## config.mk

```make
export PLATFORM = sky130hd
export DESIGN_NAME = systolic_test_control_flat
export DESIGN_NICKNAME = d
export VERILOG_FILES = /design/src/rtl/sa_ctrl_pkg.sv /design/src/rtl/systolic_test_control_if.sv /design/src/rtl/sa_skew_window.sv /design/src/rtl/systolic_test_control.sv /design/src/flat_wrapper.sv
export SDC_FILE = /design/constraint.sdc
export NUM_CORES = 1
export LEC_CHECK = 0
export BUFFER_PORTS_ARGS = -buffer_cell sky130_fd_sc_hd__clkbuf_2
export CAP_MARGIN = 25
export CORE_AREA = 5 5 42 44
export CTS_BUF_LIST = sky130_fd_sc_hd__clkbuf_4 sky130_fd_sc_hd__clkbuf_8
export DETAILED_ROUTE_END_ITERATION = 16
export DIE_AREA = 0 0 47 49
export PLACE_DENSITY = 0.59
export SLEW_MARGIN = 20
export SYNTH_ARGS = -nofsm -noshare
export SYNTH_HDL_FRONTEND = slang
export SYNTH_SLANG_ARGS = --single-unit
```

## constraint.sdc

```tcl
create_clock -name clk -period 3.1 [get_ports clk]
set_clock_uncertainty 0.2 [all_clocks]
set_input_delay 0.31 -clock clk [delete_from_list [all_inputs] [get_ports clk]]
set_output_delay 0.31 -clock clk [all_outputs]
set_load 0.02 [all_outputs]
```

## src/rtl/sa_ctrl_pkg.sv

```systemverilog
// Shared types and sizing helpers for the systolic array test controller.
package sa_ctrl_pkg;

  typedef enum logic [1:0] {
    IDLE     = 2'd0,
    FEED     = 2'd1,
    WAIT_FIN = 2'd2,
    DONE     = 2'd3
  } state_t;

  // Cycle (counted from the first FEED cycle) at which the last product has settled.
  function automatic int unsigned load_cycle(input int unsigned n, input int unsigned m,
                                             input int unsigned k);
    return k + n + m - 2;
  endfunction

  function automatic int unsigned cnt_w(input int unsigned n, input int unsigned m,
                                        input int unsigned k);
    return $clog2(load_cycle(n, m, k) + 1);
  endfunction

endpackage

```

## src/rtl/systolic_test_control_if.sv

```systemverilog
// Control bundle between the sequencer and the array-edge operand muxes / C output stage.
interface systolic_test_control_if #(
  parameter int unsigned N = 3,
  parameter int unsigned M = 3
);
  logic         finished;
  logic [N-1:0] A_start_en;
  logic [M-1:0] B_start_en;
  logic         load;

  modport master (input finished, output A_start_en, output B_start_en, output load);
  modport slave  (output finished, input A_start_en, input B_start_en, input load);
endinterface

```

## src/rtl/sa_skew_window.sv

```systemverilog
// Staggered K-wide operand windows: lane i is open while cnt is in [i*OFFSET_STEP, i*OFFSET_STEP+K-1].
module sa_skew_window #(
  parameter int unsigned LANES       = 3,
  parameter int unsigned K           = 3,
  parameter int unsigned OFFSET_STEP = 1,
  parameter int unsigned CNT_W       = 3
) (
  input  logic [CNT_W-1:0] cnt,
  input  logic             active,
  output logic [LANES-1:0] en_c
);

  logic [31:0] cnt_ext;
  assign cnt_ext = 32'(cnt);

  for (genvar i = 0; i < LANES; i++) begin : g_lane
    localparam int unsigned LO = i * OFFSET_STEP;
    // Unsigned wrap turns cnt < LO into a huge offset, so one compare covers both bounds.
    assign en_c[i] = active && ((cnt_ext - 32'(LO)) < 32'(K));
  end

endmodule

```

## src/rtl/systolic_test_control.sv

```systemverilog
// Run sequencer for an N x M output-stationary systolic MAC array: skewed operand windows,
// load pulse, then wait for downstream. Define SA_CTRL_AUTORESTART_EN to restart after finished.
module systolic_test_control
  import sa_ctrl_pkg::*;
#(
  parameter int unsigned N = 3,
  parameter int unsigned M = 3,
  parameter int unsigned K = 3
) (
  input  logic                      clk,
  input  logic                      rst,
  systolic_test_control_if.master   ctrl
);

  localparam int unsigned T  = load_cycle(N, M, K);
  localparam int unsigned CW = cnt_w(N, M, K);

  state_t        state;
  logic [CW-1:0] cnt;
  logic          feed;
  logic [N-1:0]  a_en_c;
  logic [M-1:0]  b_en_c;

  always_ff @(posedge clk) begin
    if (rst) begin
      state <= IDLE;
      cnt   <= '0;
    end else begin
      unique case (state)
        IDLE: begin
          state <= FEED;
          cnt   <= '0;
        end
        FEED: begin
          if (cnt == CW'(T)) begin
            state <= WAIT_FIN;
            cnt   <= '0;
          end else begin
            cnt <= cnt + CW'(1);
          end
        end
        WAIT_FIN: begin
          if (ctrl.finished) begin
`ifdef SA_CTRL_AUTORESTART_EN
            state <= IDLE;
`else
            state <= DONE;
`endif
          end
        end
        DONE:    state <= DONE;
        default: state <= IDLE;
      endcase
    end
  end

  // Outputs decode registered state/cnt only, so they change exactly on clock edges.
  assign feed = (state == FEED);

  sa_skew_window #(
    .LANES(N), .K(K), .OFFSET_STEP(1), .CNT_W(CW)
  ) u_a_win (
    .cnt(cnt), .active(feed), .en_c(a_en_c)
  );

  sa_skew_window #(
    .LANES(M), .K(K), .OFFSET_STEP(1), .CNT_W(CW)
  ) u_b_win (
    .cnt(cnt), .active(feed), .en_c(b_en_c)
  );

  assign ctrl.A_start_en = a_en_c;
  assign ctrl.B_start_en = b_en_c;
  assign ctrl.load       = feed && (cnt == CW'(T));

endmodule

```

## src/flat_wrapper.sv

```systemverilog
// flat-port wrapper written by rule: the top's interface ports become plain ports
module systolic_test_control_flat import sa_ctrl_pkg::*;
#(
  parameter int unsigned N = 3,
  parameter int unsigned M = 3,
  parameter int unsigned K = 3
)
  (clk, rst, ctrl_finished, ctrl_A_start_en, ctrl_B_start_en, ctrl_load);
  systolic_test_control_if #(.N(N), .M(M)) ctrl_i ();
  input  logic clk;
  input  logic rst;
  input wire logic [$bits(ctrl_i.finished)-1:0] ctrl_finished;
  output wire logic [$bits(ctrl_i.A_start_en)-1:0] ctrl_A_start_en;
  output wire logic [$bits(ctrl_i.B_start_en)-1:0] ctrl_B_start_en;
  output wire logic [$bits(ctrl_i.load)-1:0] ctrl_load;
  assign ctrl_i.finished = ctrl_finished;
  assign ctrl_A_start_en = ctrl_i.A_start_en;
  assign ctrl_B_start_en = ctrl_i.B_start_en;
  assign ctrl_load = ctrl_i.load;
  systolic_test_control #(.N(N), .M(M), .K(K)) u_core (.clk(clk), .rst(rst), .ctrl(ctrl_i));
endmodule
```

==> summary.md <==
| Metric | Value |
|---|---|
| Number of flops mapped to enable cells by yosys | 0 |
| Commonest register cell after synthesis | dfxtp_1 |
| Worst-path clk slew | 0.04 ns |
| Initial antenna violation count | 0 |
| Initial Utilization | between 20% and 30% |
| Antenna diode count | 0 |
| Vias in the first global route | about 280 |
| Critical path type | flop to primary output |
| Synth top cells by count | ha_1, dfxtp_1, a21oi_1, nand2_1 |
| First-pass GRT wire length | about 1.1 mm |
| Synth Register Bits | 5 |
| DIE WIDTH | around 47 um |
| Static Leak | 0.0001985 uW |
| Placed Area | roughly 400 um^2 |
| Fin. max-slew vios | 0 |
| Yosys top cell by area | dfxtp_1 |
| Final hold vios | 0 |
| Post-route cell area | between 400 and 500 um^2 |
| Clk sinks | 5 |
| Deepest clock path buffer count | 2 |
| Cell count after synthesis | 40 |
| Post-DR vias/cell | around 4.5 |
| H-tree depth | 1 |
| Total wire length | slightly below 700 um |
| CP endpoint kind | primary output |
| TritonCTS Buffers | 3 |
| Share of cells above drive strength 1 | between 20% and 30% |
| Final number of setup-violating endpoints | 0 |
| Clk_lat worst skew | ~0.24 ns |
| Worst Tran Pin Value | roughly 0.43 ns |
| Min cycle time layout | around 2.2 ns |
| Synth top area cells | dfxtp_1, ha_1, buf_4, a21oi_1, nand2_1 |
| Overflow after GRT | 0 |
| Syn-to-layout area delta | 16.50% |
| 1st-iter DRT viols | 1 |
| Overall routing resource usage | 7.183% |
| Util after Layout | a little under a third |
| Post-DRT Antenna Nets | 0 |
| Status | finished clean |
| # DRC | 0 |
| Slew HR | 71.43% |
| Number of setup buffers added after CTS | 0 |
| Via count | 292 |
| WP data required | around 2.6 ns |
| Net count of the finished layout | 61 |
| Hold_buf cts | 0 |
| Worst hold path class | primary input to flop |
| Synth warn | 0 |
| Worst path cell trace | inv_1 -> ha_1 -> xor2_1 -> a2111oi_1 -> clkbuf_2 |
| Post-synth cell types | 18 |
| Sequential-to-total area share from yosys stat | 26.94% |
| Largest net degree at the start of global routing | 11 |
| Maximum clock rate | 0.4459 GHz |
| RSZ-0062 raised after global routing | no |
| Most frequent cell after synthesis | ha_1 |
| Area of the die | about 2300 um^2 |
| Avg Cell Area, Syn | between 9 and 10 um^2 |
| Final period util | around 72% |
| IO Pins | 10 |
| Port-buffer cells | 9 |
| Synthesized area | ~370 um^2 |
| Worst path max stage delay | 0.45 ns |
| VDD IR max | roughly 0.00023 V |
| Syn_nets | 51 |
| WL/cell | between 10 and 15 um |
| First-pass iteration count of the detailed router | 4 |
| Crit-path max FO | 7 |
| Critical path launch point type | flop |
| Critical-path top delay cell | dfxtp_1 |
| DIE HEIGHT | approximately 49 um |
| Power Dens Cells | approximately 390 nW/um^2 |
| Core Area | ~1400 um^2 |
| Number of gates resized after CTS | 0 |
| GPL Wtd Cong | about 0.72 |
| Synth async-reset ratio | 0% |
| Final TNS setup | 0 ns |
| Top-area cell type share of the netlist area | approximately 27% |
| CTS tree | built |
| Critical Path AT | ~1.7 ns |
| FP Rows | 14 |
| Max-Cap Viols | 0 |
| Root buf cell | clkbuf_4 |
-- layer usage --
layer / part of all wire [%] / GRT usage, % / up-vias
met5: 0 / 0 / -
met4: 3.7 / 8.295 / 0
met3: 9.5 / 1.107 / 4
met2: 40 / 8.824 / 12
met1: 47 / 9.231 / 124
li1: - / - / 152
-- path summary, 6_finish.rpt --
kind                           endpoint  slack [ns]                        from  cells after the start
max reg2reg  u_core.cnt[0]$_SDFFE_PP0P_        1.43  u_core.cnt[0]$_SDFFE_PP0P_                      4
max                  ctrl_B_start_en[1]        0.86  u_core.cnt[0]$_SDFFE_PP0P_                      5
min          u_core.cnt[2]$_SDFFE_PP0P_         0.1                         rst                      2
min reg2reg  u_core.cnt[1]$_SDFFE_PP0P_        0.29  u_core.cnt[1]$_SDFFE_PP0P_                      2
-- critical path: cells and delay by family, from the launching register on --
kind,cells,cell delay [ns]
buffers and inverters,2,0.35
adder cells (fa/ha/maj),1,0.21
XOR/XNOR,1,0.14
flip-flops,1,0.45
AO/OA/AOI/OAI,1,0.34
-- through the flow --
step,hold WS (ns),total power (uW),instances,setup WS [ns]
final,0.09565,169.5,65,0.8573
after detailed placement,0.2902,87.93,61,1.094
after floorplan,0.1791,82.47,40,0.6360
after global placement,0.2796,86.80,61,1.130
after CTS,0.08819,174.7,65,0.8302
after global routing,0.1143,180.2,65,0.7190
-- flip-flops by register name, summed over array words and instances (netlist names) --
signal and cells:
u_core.state 2, u_core.cnt 3
-- layout make-up --
| class | count | area [um^2] |
|---|---|---|
| inverters | 3 | 11.26 |
| fillers | 156 | 968.4 |
| clock buffers | 4 | 30.03 |
| repair buffers | 9 | 45.04 |
| well taps | 16 | 20.02 |
| multi-input cells | 28 | 226.5 |
| flip-flops and latches | 5 | 100.1 |
-- placed cells by master, fill, tap and decap left out, drive strengths merged --
cell      n
a2111oi   1
a211oi    1
a21oi     4
and3b     1
clkbuf   13
dfxtp     5
ha        8
inv       3
nand2     4
nand2b    1
nand3b    2
nor2      1
nor3      1
nor3b     1
nor4b     1
or4b      1
xor2      1
-- power by group --
group | switching, uW | internal (uW) | leakage, uW
combinational | 9.63 | 6.96 | 0.000139
clock | 25.8 | 57.3 | 0.0000184
sequential | 3.17 | 66.6 | 0.0000410
-- cells by family after synthesis --
group / synth area share [%]
adder cells (fa/ha/maj): 26.94
XOR/XNOR: 2.357
AND/OR/NAND/NOR: 21.55
buffers and inverters: 12.12
flip-flops: 26.94
AO/OA/AOI/OAI: 10.10
Power figures use the tool's default switching activity.
